**config.mk**
```make
export PLATFORM = sky130hd
export DESIGN_NAME = seq_multiplier_16_flat
export DESIGN_NICKNAME = d
export VERILOG_FILES = /design/src/rtl/seq_multiplier_16_if.sv /design/src/rtl/seq_multiplier_16.sv /design/src/flat_wrapper.sv
export SDC_FILE = /design/constraint.sdc
export NUM_CORES = 1
export LEC_CHECK = 0
export CORE_ASPECT_RATIO = 0.5
export CORE_UTILIZATION = 54
export CTS_CLUSTER_DIAMETER = 100
export DETAILED_ROUTE_END_ITERATION = 7
export GPL_ROUTABILITY_DRIVEN = 0
export GPL_TIMING_DRIVEN = 0
export PLACE_DENSITY = 0.8
export SYNTH_ARGS = -nofsm -noshare
export SYNTH_HDL_FRONTEND = slang
export SYNTH_HIERARCHICAL = 1
export SYNTH_SLANG_ARGS = --single-unit
```
**constraint.sdc**
```tcl
create_clock -name clk -period 4 [get_ports clk]
set_clock_uncertainty 0.15 [all_clocks]
set_input_delay 0.8 -clock clk [delete_from_list [all_inputs] [get_ports clk]]
set_output_delay 0.8 -clock clk [all_outputs]
set_load 0.01 [all_outputs]
```
**src/rtl/seq_multiplier_16_if.sv**
```systemverilog
// Handshake and operand/result bundle between the surrounding datapath and seq_multiplier_16.
// The datapath is the master. The multiplier is the slave.
interface seq_multiplier_16_if;
  logic        start;
  logic [15:0] a;
  logic [15:0] b;
  logic        busy;
  logic        done;
  logic [31:0] product;

  modport master (output start, a, b, input busy, done, product);
  modport slave  (input start, a, b, output busy, done, product);
endinterface

```
**src/rtl/seq_multiplier_16.sv**
```systemverilog
// Unsigned 16x16 -> 32-bit shift-and-add multiplier, one partial-product add per clock,
// built around the two-level carry-lookahead adder adder_16.

module adder_16 (
  input  logic [15:0] a,
  input  logic [15:0] b,
  input  logic        c_in,
  output logic [15:0] sum,
  output logic        c_out
);
  logic [15:0] g;
  logic [15:0] p;
  logic [15:0] carry;
  logic [3:0]  grpG;
  logic [3:0]  grpP;
  logic [4:0]  grpC;

  // Four 4-bit groups; group carries come from a second lookahead level over grpG/grpP.
  always_comb begin
    g = a & b;
    p = a ^ b;
    for (int k = 0; k < 4; k++) begin
      grpP[k] = &p[4*k +: 4];
      grpG[k] = g[4*k+3] | (p[4*k+3] & g[4*k+2]) | (p[4*k+3] & p[4*k+2] & g[4*k+1])
              | (p[4*k+3] & p[4*k+2] & p[4*k+1] & g[4*k]);
    end
    grpC[0] = c_in;
    grpC[1] = grpG[0] | (grpP[0] & c_in);
    grpC[2] = grpG[1] | (grpP[1] & grpG[0]) | (grpP[1] & grpP[0] & c_in);
    grpC[3] = grpG[2] | (grpP[2] & grpG[1]) | (grpP[2] & grpP[1] & grpG[0])
            | (grpP[2] & grpP[1] & grpP[0] & c_in);
    grpC[4] = grpG[3] | (grpP[3] & grpG[2]) | (grpP[3] & grpP[2] & grpG[1])
            | (grpP[3] & grpP[2] & grpP[1] & grpG[0])
            | (grpP[3] & grpP[2] & grpP[1] & grpP[0] & c_in);
    for (int k = 0; k < 4; k++) begin
      carry[4*k] = grpC[k];
      for (int j = 1; j < 4; j++) begin
        carry[4*k+j] = g[4*k+j-1] | (p[4*k+j-1] & carry[4*k+j-1]);
      end
    end
    sum   = p ^ carry;
    c_out = grpC[4];
  end
endmodule

module seq_multiplier_16 #(
  parameter int WIDTH = 16
) (
  input  logic               clk,
  input  logic               rst,
  seq_multiplier_16_if.slave bus
);
  localparam logic [1:0] S_IDLE = 2'd0;
  localparam logic [1:0] S_CALC = 2'd1;
  localparam logic [1:0] S_DONE = 2'd2;

  logic [1:0]         state_q, state_d;
  logic [WIDTH-1:0]   m_q, m_d;
  logic [WIDTH-1:0]   q_q, q_d;
  logic [WIDTH-1:0]   acc_q, acc_d;
  logic               c_q, c_d;
  logic [4:0]         count_q, count_d;
  logic [2*WIDTH-1:0] product_q, product_d;
  logic               done_q, done_d;
  logic               busy_q, busy_d;

  logic [15:0] addSum;
  logic        addCout;
  logic [16:0] partial;

  adder_16 uAdder (
    .a     (acc_q),
    .b     (m_q),
    .c_in  (1'b0),
    .sum   (addSum),
    .c_out (addCout)
  );

  // {C,A} after the conditional add; the right shift of {C,A,Q} is folded into the slicing below.
  assign partial = q_q[0] ? {addCout, addSum} : {c_q, acc_q};

  always_comb begin
    state_d   = state_q;
    m_d       = m_q;
    q_d       = q_q;
    acc_d     = acc_q;
    c_d       = c_q;
    count_d   = count_q;
    product_d = product_q;
    done_d    = 1'b0;
    busy_d    = busy_q;
    case (state_q)
      S_IDLE: begin
        if (bus.start) begin
          m_d     = bus.a;
          q_d     = bus.b;
          acc_d   = '0;
          c_d     = 1'b0;
          count_d = '0;
          busy_d  = 1'b1;
          state_d = S_CALC;
        end
      end
      S_CALC: begin
        acc_d   = partial[16:1];
        q_d     = {partial[0], q_q[15:1]};
        c_d     = 1'b0;
        count_d = count_q + 5'd1;
        if (count_q == 5'd15) begin
          product_d = {acc_d, q_d};
          done_d    = 1'b1;
          state_d   = S_DONE;
        end
      end
      S_DONE: begin
        busy_d  = 1'b0;
        state_d = S_IDLE;
      end
      default: begin
        busy_d  = 1'b0;
        state_d = S_IDLE;
      end
    endcase
  end

  always_ff @(posedge clk or posedge rst) begin
    if (rst) begin
      state_q   <= S_IDLE;
      m_q       <= '0;
      q_q       <= '0;
      acc_q     <= '0;
      c_q       <= 1'b0;
      count_q   <= '0;
      product_q <= '0;
      done_q    <= 1'b0;
      busy_q    <= 1'b0;
    end else begin
      state_q   <= state_d;
      m_q       <= m_d;
      q_q       <= q_d;
      acc_q     <= acc_d;
      c_q       <= c_d;
      count_q   <= count_d;
      product_q <= product_d;
      done_q    <= done_d;
      busy_q    <= busy_d;
    end
  end

  assign bus.busy    = busy_q;
  assign bus.done    = done_q;
  assign bus.product = product_q;
endmodule
```
**src/flat_wrapper.sv**
```systemverilog
// flat-port wrapper written by rule: the top's interface ports become plain ports
module seq_multiplier_16_flat 
#(
  parameter int WIDTH = 16
)
  (clk, rst, bus_start, bus_a, bus_b, bus_busy, bus_done, bus_product);
  seq_multiplier_16_if bus_i ();
  input  logic clk;
  input  logic rst;
  input wire logic [$bits(bus_i.start)-1:0] bus_start;
  input wire logic [$bits(bus_i.a)-1:0] bus_a;
  input wire logic [$bits(bus_i.b)-1:0] bus_b;
  output wire logic [$bits(bus_i.busy)-1:0] bus_busy;
  output wire logic [$bits(bus_i.done)-1:0] bus_done;
  output wire logic [$bits(bus_i.product)-1:0] bus_product;
  assign bus_i.start = bus_start;
  assign bus_i.a = bus_a;
  assign bus_i.b = bus_b;
  assign bus_busy = bus_i.busy;
  assign bus_done = bus_i.done;
  assign bus_product = bus_i.product;
  seq_multiplier_16 #(.WIDTH(WIDTH)) u_core (.clk(clk), .rst(rst), .bus(bus_i));
endmodule
```
* Word level (Yosys, flattened, before mapping)
Cells that the tools add are included.
** Storage, ports and cells
- Flip-flop bits (word level) :: 90
- Latch bits :: 0
- Bits in writable memories :: 0
- Bits in read-only memories :: 0
- Input bits :: 35
- Output and inout port bits :: 34
- Word-level logic and storage cells :: 113
- Memories :: 0
** Cells by class
- Add/subtract/negate cells :: 1
- Multipliers :: 0
- Divide/modulo/power cells :: 0
- Order comparisons :: 0
- Equal/unequal tests :: 4
- Shift-type cells :: 0
- Mux-type cells :: 16
- Bitwise logic cells :: 73
- Reductions and logical operators :: 10
** Operators by type and width (number)
- 16-bit one-hot mux with 2 select lines :: 2
- 1-bit bitwise AND :: 40
- 16-bit 2-to-1 mux :: 2
- 16-bit bitwise XOR :: 2
- 1-bit bitwise OR :: 29
- 17-bit 2-to-1 mux :: 1
- 16-bit bitwise AND :: 1
- 4-bit AND reduction :: 3
- 5-bit one-hot mux with 2 select lines :: 1
- 2-bit AND reduction :: 5
- 5-bit by 1-bit adder with 5-bit output (second input constant) :: 1
- 5-bit by 4-bit == test with 1-bit output (second input constant) :: 1
- 5-bit 2-to-1 mux :: 1
- 1-bit 2-to-1 mux :: 4
- 2-bit 2-to-1 mux :: 2
- 1-bit one-hot mux with 2 select lines :: 2
- 2-bit one-hot mux with 2 select lines :: 1
- 2-bit by 1-bit == test with 1-bit output (second input constant) :: 1
- 2-bit logical NOT :: 1
- 2-bit by 1-bit inequality test with 1-bit output (second input constant) :: 1
- 2-bit inequality test (second input constant) :: 1
- 2-bit nonzero test :: 1
- 1-bit inverter :: 1

* Logic depth before layout (Yosys ltp)
Gate-level depths: netlist of run 1.
- Word-level depth :: 17
- Mapped depth :: 12
- Mapped depth without buffers :: 12

* Modules after synthesis
The synthesis of run 1 kept the hierarchy.
** Modules (own cells, without submodules)
- seq_multiplier_16 :: instances 1, cells each 317, area each 3776.1 um^2, sequential area each 2227.1 um^2
- adder_16 :: instances 1, cells each 73, area each 690.7 um^2, sequential area each 0.0 um^2

* Worst setup path after synthesis of run 1
OpenSTA, ideal clock, no wires.
- Path kind :: register to register
- Start point :: register u_core.acc_q[10]
- End point :: register u_core.acc_q[14]
- Library setup time :: 0.130 ns
- Arrival time :: 2.708 ns
- Path slack :: 1.012 ns
- Cell stages (with the launch flop) :: 12
- Clock period less this slack :: 2.988 ns
- Cells stage by stage :: dfrtp_1 ha_1 and4_1 nor2b_1 o31ai_2 nand3_1 fa_1 fa_1 fa_1 xor2_1 mux2i_1 o21ai_0
** On the way
- Longest elaborated chain between the ends :: 16
- Elaborated cells between the ends (all ways) :: 25
** Ends and longest elaborated chain
- from (decl) :: RTL line seq_multiplier_16.sv:60 : logic [WIDTH-1:0] acc_q, acc_d;
- from (signal assigned) :: RTL line seq_multiplier_16.sv:131 : acc_q <= '0;
- from (signal assigned) :: RTL line seq_multiplier_16.sv:141 : acc_q <= acc_d;
- 16-bit bitwise AND or 16-bit bitwise XOR (tied branches) :: RTL line seq_multiplier_16.sv:20, seq_multiplier_16.sv:21
- 1-bit bitwise AND (on tied branches) :: RTL line seq_multiplier_16.sv:24, seq_multiplier_16.sv:25
- 1-bit bitwise OR, or another cell as far along :: RTL line seq_multiplier_16.sv:24 : grpG[k] = g[4*k+3] | (p[4*k+3] & g[4*k+2]) | (p[4*k+3] & p[4*k+2] & g[4*k+1])
- 1-bit bitwise OR or 1-bit bitwise AND (tied branches) :: RTL line seq_multiplier_16.sv:24, seq_multiplier_16.sv:25
- 1-bit bitwise OR :: RTL line seq_multiplier_16.sv:25 : | (p[4*k+3] & p[4*k+2] & p[4*k+1] & g[4*k]);
- 1-bit bitwise OR :: RTL line seq_multiplier_16.sv:30 : grpC[3] = grpG[2] | (grpP[2] & grpG[1]) | (grpP[2] & grpP[1] & grpG[0])
- 1-bit bitwise OR (*) :: RTL line seq_multiplier_16.sv:30
- 1-bit bitwise AND (*) :: RTL line seq_multiplier_16.sv:38 : carry[4*k+j] = g[4*k+j-1] | (p[4*k+j-1] & carry[4*k+j-1]);
- 1-bit bitwise OR (*) :: RTL line seq_multiplier_16.sv:38
- 1-bit bitwise AND (*) :: RTL line seq_multiplier_16.sv:38
- 1-bit bitwise OR (*) :: RTL line seq_multiplier_16.sv:38
- 1-bit bitwise AND (*) :: RTL line seq_multiplier_16.sv:38
- 1-bit bitwise OR (*) :: RTL line seq_multiplier_16.sv:38
- 16-bit bitwise XOR (*) :: RTL line seq_multiplier_16.sv:41 : sum = p ^ carry;
- net u_core.addSum[15] :: RTL line seq_multiplier_16.sv:67 : logic [15:0] addSum;
- 17-bit 2-to-1 mux (*) :: RTL line seq_multiplier_16.sv:80 : assign partial = q_q[0] ? {addCout, addSum} : {c_q, acc_q};
- 16-bit one-hot mux with 2 select lines (*) :: RTL line seq_multiplier_16.sv:92 : case (state_q)
Mark *: on every way through the listed nets, which the timed path passes. The rest lies on a longest branch.
A chain may end at the register's enable or synchronous reset.

* Worst setup path in the final report of run 1
- Start point :: register u_core.acc_q[9]
- End point :: register u_core.acc_q[14]
** On the way
- Longest elaborated chain between the ends :: 15
- Elaborated cells between the ends (all ways) :: 22
** Ends and longest elaborated chain (RTL line)
- 16-bit bitwise AND or 16-bit bitwise XOR (tied branches) :: seq_multiplier_16.sv:20, seq_multiplier_16.sv:21
- 1-bit bitwise AND (on tied branches) :: seq_multiplier_16.sv:24, seq_multiplier_16.sv:25
- 1-bit bitwise OR or 1-bit bitwise AND (tied branches) :: seq_multiplier_16.sv:24, seq_multiplier_16.sv:25
- 1-bit bitwise OR :: seq_multiplier_16.sv:25
- 1-bit bitwise OR :: seq_multiplier_16.sv:30
- 1-bit bitwise OR (*) :: seq_multiplier_16.sv:30
- 1-bit bitwise AND (*) :: seq_multiplier_16.sv:38
- 1-bit bitwise OR (*) :: seq_multiplier_16.sv:38
- 1-bit bitwise AND (*) :: seq_multiplier_16.sv:38
- 1-bit bitwise OR (*) :: seq_multiplier_16.sv:38
- 1-bit bitwise AND (*) :: seq_multiplier_16.sv:38
- 1-bit bitwise OR (*) :: seq_multiplier_16.sv:38
- 16-bit bitwise XOR (*) :: seq_multiplier_16.sv:41
- net u_core.addSum[15] :: seq_multiplier_16.sv:67
- 17-bit 2-to-1 mux (*) :: seq_multiplier_16.sv:80
- 16-bit one-hot mux with 2 select lines (*) :: seq_multiplier_16.sv:92
Marks and branches as above.

==> results of run 1 <==
==> logic make-up (layout without fill, tap and decap cells) <==
group	count (synthesis)	in the layout	synth area share (%)
buffers and inverters	42	125	4.734
flip-flops	89	89	49.86
XOR/XNOR	4	4	0.7845
multiplexers	48	48	12.35
adder cells (fa/ha/maj)	30	30	10.42
AND/OR/NAND/NOR	80	80	9.468
AO/OA/AOI/OAI	96	96	12.30
other	1	2	0.08395
==> Yosys cell counts <==
library cell  number  area [um^2]
buf_6              2        22.52
o21bai_2           1        11.26
mux2i_1           18        180.2
a22o_1             1        8.760
fa_1              12        240.2
a21oi_1           21        105.1
nand3_1            2        10.01
and3b_1            3        26.28
dfrtp_1           89         2227
mux2_2            21        236.5
and3_1             1        6.260
ha_1              18        225.2
nand4_1            2        12.51
xor2_1             2        17.52
nor2_1             4        15.01
a211o_1            1        8.760
nand3b_4           1        20.02
nand2_1           44        165.2
buf_4              3        22.52
nand2b_1           1        6.260
a221oi_1           1        8.760
xnor2_1            2        17.52
a211oi_1           1        7.510
o31ai_2            1        12.51
o21ai_0           53        265.3
nor4b_1            1        8.760
a22oi_1           12        90.09
nor3b_4            1        18.77
inv_1             21        78.83
a21o_1             3        22.52
and4_1             2        17.52
nor2b_1           13        81.33
nor3_1             1        5.000
buf_2              9        45.04
conb_1             1        3.750
buf_12             1        20.02
mux2_4             9        135.1
a21oi_2            1        8.760
and2b_1            4        30.03
clkbuf_1           6        22.52
==> registers in the layout (all words and copies together) (netlist names) <==
| signal | flops |
|---|---|
| u_core/bus.busy | 1 |
| u_core/bus.product | 32 |
| u_core/state_q | 2 |
| u_core/bus.done | 1 |
| u_core/count_q | 5 |
| u_core/acc_q | 16 |
| u_core/m_q | 16 |
| u_core/q_q | 16 |
==> critical path, delay by kind of cell (launching register included) <==
| family | cells | cell delay, ns |
|---|---|---|
| xor gates and xnor gates | 1 | 0.15 |
| DFF | 1 | 0.43 |
| and+or+nand+nor | 2 | 0.25 |
| AOI/OAI and AO/OA | 3 | 0.55 |
| muxes | 1 | 0.17 |
| adders and majority gates | 4 | 1.55 |
==> layer usage <==
metal  global-route usage [%]  vias up  share of wire, %  wire length (um)
li1                         -     1504                 -                 -
met1                    33.58     1602                47              4524
met2                    40.48       66                47              4532
met3                    8.819        9               4.3               413
met4                    5.316        0               1.0               100
met5                        0        -                 0                 0
==> final timing paths <==
check | startpoint | endpoint | slack (ns) | cells past startpoint
setup / recovery | u_core/acc_q[9]$_DFFE_PP0P_ | u_core/acc_q[14]$_DFFE_PP0P_ | 0.60 | 11
hold / removal | u_core/count_q[3]$_DFFE_PP0P_ | u_core/count_q[3]$_DFFE_PP0P_ | 0.33 | 1
setup reg to reg | u_core/acc_q[9]$_DFFE_PP0P_ | u_core/acc_q[14]$_DFFE_PP0P_ | 0.60 | 11
hold reg to reg | u_core/count_q[3]$_DFFE_PP0P_ | u_core/count_q[3]$_DFFE_PP0P_ | 0.33 | 1
max in group asynchronous | rst | u_core/m_q[11]$_DFFE_PP0P_ | 2.39 | 3
min in group asynchronous | rst | u_core/bus.product[3]$_DFFE_PP0P_ | 0.68 | 2
==> cell type report <==
cell class / count / area share (%)
Inverter: 21 / 1.455
Buffer: 21 / 2.372
Tap cell: 112 / 2.507
Sequential cell: 89 / 39.84
Clock inverter: 3 / 0.7610
Clock buffer: 12 / 4.230
Timing Repair Buffer: 68 / 12.49
Multi-Input combinational cell: 260 / 36.35
==> per-stage QoR <==
stage / setup TNS, ns / power (mW) / cells / area (um^2) / hold WS [ns]
after detailed placement: 0 / 3.873 / 571 / 5311 / 0.3170
after global placement: -57.93 / 3.762 / 570 / 5281 / 0.3056
final: 0 / 4.696 / 586 / 5590 / 0.3302
after CTS: 0 / 4.723 / 586 / 5590 / 0.3265
after floorplan: 0 / 3.086 / 391 / 4471 / 0.2885
after global routing: 0 / 5.084 / 586 / 5590 / 0.3572
==> placed cells by master (no fill, tap or decap), types with 2 or more instances in the layout <==
master / count
buf_6: 2
clkbuf_16: 9
a21oi_1: 21
ha_1: 18
nor2_1: 4
fa_1: 12
xnor2_1: 2
and2b_1: 4
nand4_1: 2
and4_1: 2
nor2b_1: 13
xor2_1: 2
mux2_2: 21
clkdlybuf4s50_1: 67
o21ai_0: 53
mux2_4: 9
inv_1: 20
buf_4: 3
and3b_1: 3
nand3_1: 2
a22oi_1: 12
a21o_1: 3
nand2_1: 44
buf_2: 9
dfrtp_1: 89
mux2i_1: 18
conb_1: 2
clkbuf_1: 9
==> report_power, final <==
part | internal [mW] | leakage [nW] | switching [mW]
clock network | 0.480 | 0.133 | 0.338
logic | 1.12 | 1.34 | 1.07
registers | 1.34 | 1.10 | 0.351
total | 2.94 | 2.57 | 1.76
==> qor.yml, run 1 <==
status: "complete, no violations"
wl_per_cell_um: 16.33
multi_input_area_um2: 2032
cts_max_level: 3
static-leakage-power_nw: 2.567
slowest_stage: "dfrtp_1"
path_cells: "ha_1 > a21oi_1 > nor2_1 > a211oi_1 > nand3_1 > fa_1 > fa_1 > fa_1 > xor2_1 > mux2i_1 > o21ai_0"
n_antenna_cell: 0
fmax_mhz: 294.3
drt_first_pass_iters: 4
antenna_found_initial: 0
cp-end-kind: "flop"
finalWirelength_um: 9570
cap_violations: 0
fin_crit_ns: 3.398
required_ns: 4.07
rows: 23
numCtsBuffers: 9
hpwlAfterDp_um: 6721
io_buffers: 67
die_x_um: 130.6
area_growth_pct: 25.15
vias: 3181
cp_max_fo: 4
slew_viol_final: 0
core_um2: 8000
cts-root-buf: "clkbuf_16"
clk_pin_slew_ns: 0.06
cts_tree: "done"
die_area_um2: 8661
postCtsSetupBuffers: 0
drc: 0
fin_crit_sh_pct: 84.96
holdBufCountCts: 0
hold_viol: 0
crit_type: "reg2reg"
layout_setup_ws_ns: 0.6018
grt_max_degree: 54
clockBufferDepth: 2
syn_inst: 390
fin_nets: 535
fp.dieH_um: 66.31
synth_cell_type_count: 40
syn_avg_cell_area_um2: 11.45
synth_area_um2: 4467
hold_class: "reg2reg"
vdd_ir_drop_max_uv: 336.8
critPathMostFrequentCell: "fa_1"
ant_nets: 0
tightest_slew_ns: 0.6051
cpPeakStageDelay_ns: 0.43
regArea_um2: 2227
finalSetupViolations: 0
rsz0062_at_grt: "false"
ys_seq_area_share_pct: 49.86
crit_path_start_kind: "flop"
utilization_pct: 69.88
powerDensity_nw_per_um2: 840.1
via_per_inst: 5.428
cp_data_arrival_time_ns: 3.46
relSlewSlack_pct: 59.62
drive_gt1_share_pct: 13.50
yosys_warnings: 6
ctsResizeCount: 0
drtIter0Drc: 146
insertion_delay_ns: 0.35
start_util_pct: 55.83
numClockSinks: 89
fill_cells: 624
grt_pass1_wl_um: 15930
overflow: 0
grt_pass1_vias: 3231
ys_seq_elements: 89
grt_use_total_pct: 25.38
ios: 69
pre_cts_slack_ns: 0.6070
Power figures use the tool's default switching activity.
==> inputs of run 2 (changes only) <==
- clock period: 4 -> 3.3 ns (I/O delays scaled with it)
==> run 2 against run 1 <==
- sequential share of layout area shrank 0.21 points
- register-to-register slack lost 0.48 ns
- utilization up 0.48 points
- final cell count up 0.34%
- critical path type unchanged
- largest cell class unchanged
==> qor.yml, run 2 (synthesis gave the netlist of run 1 again) <==
numCtsBuffers: 9
hold_class: "reg2reg"
core_um2: 8000
fin_crit_ns: 3.183
grt_pass1_vias: 3255
insertion_delay_ns: 0.35
slowest_stage: "dfrtp_2"
holdBufCountCts: 0
grt_pass1_wl_um: 15990
final_cell_mix: "dfrtp_1 (86), clkdlybuf4s50_1 (67), o21ai_0 (51), nand2_1 (44)"
io_buffers: 67
area_growth_pct: 26.02
antenna_found_initial: 0
drc: 0
via_per_inst: 5.423
status: "complete, no violations"
fin_crit_sh_pct: 96.45
vias: 3189
vdd_ir_drop_max_uv: 409.5
reg2reg_from: "u_core/acc_q[10]$_DFFE_PP0P_"
drt_first_pass_iters: 4
start_util_pct: 55.83
static-leakage-power_nw: 2.578
r2r_end: "u_core/acc_q[14]$_DFFE_PP0P_"
rsz0062_at_grt: "false"
tns_ns: 0
cp_max_fo: 4
p_total_mw: 5.745
overflow: 0
cap_violations: 0
hold_viol: 0
ant_nets: 0
hpwlAfterDp_um: 6721
finalSetupViolations: 0
critPathLaunch: "u_core/acc_q[10]$_DFFE_PP0P_"
clockBufferDepth: 2
reg2reg_slack_ns: 0.12
powerDensity_nw_per_um2: 1021
r2r_cells: 11
crit_path_start_kind: "flop"
critPathMostFrequentCell: "fa_1"
ios: 69
cp-end-kind: "flop"
fmax_mhz: 314.2
cts_max_level: 3
cp_data_arrival_time_ns: 3.25
fp.dieH_um: 66.31
numClockSinks: 89
cts-root-buf: "clkbuf_16"
required_ns: 3.36
grt_use_total_pct: 25.42
crit_type: "reg2reg"
path_cells: "ha_1 > and4_1 > nor2b_1 > o31ai_2 > nand3_2 > fa_2 > fa_1 > fa_1 > xor2_1 > mux2i_1 > o21ai_0"
fin_nets: 537
final_common_cell: "dfrtp_1"
finalWirelength_um: 9654
hold_depth: 1
endpoint: "u_core/acc_q[14]$_DFFE_PP0P_"
fill_cells: 618
relSlewSlack_pct: 59.43
tightest_slew_ns: 0.6079
drtIter0Drc: 128
hold_start: "u_core/count_q[3]$_DFFE_PP0P_"
clk_pin_slew_ns: 0.06
rows: 23
slew_viol_final: 0
wl_per_cell_um: 16.42
die_area_um2: 8661
drive_gt1_share_pct: 15.55
grt_max_degree: 54
n_antenna_cell: 0
utilization_pct: 70.36
cts_tree: "done"
cpPeakStageDelay_ns: 0.43
largest_reg_flops: 32
die_x_um: 130.6
==> run 2: cell types whose count changed in the layout (fill, tap and decap cells not counted), sizes merged <==
cell,before,now
buf,16,18
==> run 2: cell type report <==
type	instances	area (um^2)	area share [%]
clock buffer	12	236.5	4.201
clock inverter	3	42.54	0.7557
tap	112	140.1	2.489
inverter	21	81.33	1.445
sequential	89	2231	39.63
buffer	21	132.6	2.356
timing repair buffer	70	713.2	12.67
multi-input combinational	260	2052	36.45
==> run 2: how the worst min path moves through the flow <==
stage / endpoint
after floorplan: u_core/count_q[3]$_DFFE_PP0P_
after global placement: u_core/count_q[3]$_DFFE_PP0P_
after detailed placement: u_core/count_q[3]$_DFFE_PP0P_
after CTS: u_core/count_q[3]$_DFFE_PP0P_
after global routing: u_core/bus.product[28]$_DFFE_PP0P_
final: u_core/count_q[3]$_DFFE_PP0P_
==> run 2: where the power goes <==
group | internal [mW] | switching, mW | total, mW
Clock | 0.582 | 0.406 | 0.988
Sequential | 1.63 | 0.419 | 2.05
Combinational | 1.39 | 1.32 | 2.71
Total | 3.60 | 2.15 | 5.74
==> run 2: timing repair <==
item                                    CTS  global route
gates resized for setup                   2             8
buffers inserted                          0             2
cloned                                    0             0
pin swaps                                 1             2
endpoints found under the setup margin    4             8
==> run 2: metal layers <==
metal | vias to the layer above | GRT usage (%) | wire length, um
li1 | 1507 | - | -
met2 | 66 | 40.74 | 4595
met4 | 0 | 5.603 | 133
met1 | 1605 | 33.32 | 4546
met5 | - | 0 | 0
met3 | 11 | 8.900 | 378
==> run 2: through the flow <==
| step | hold slack [ns] | area [um^2] | std cells | worst slack [ns] |
|---|---|---|---|---|
| detailed placement | 0.3170 | 5311 | 571 | -0.09302 |
| global placement | 0.3056 | 5281 | 570 | -1.219 |
| CTS | 0.3265 | 5600 | 586 | 0.003338 |
| finish | 0.3248 | 5629 | 588 | 0.1172 |
| floorplan | 0.2885 | 4471 | 391 | 0.1831 |
| global route | 0.3572 | 5629 | 588 | 0.01148 |
==> run 2: worst max-delay path: cells and delay by family, from the launching register on <==
family / cells / cell delay (ns)
adders and majority gates: 4 / 1.46
xor gates and xnor gates: 1 / 0.15
AOI/OAI and AO/OA: 2 / 0.17
muxes: 1 / 0.17
and+or+nand+nor: 3 / 0.51
DFF: 1 / 0.43
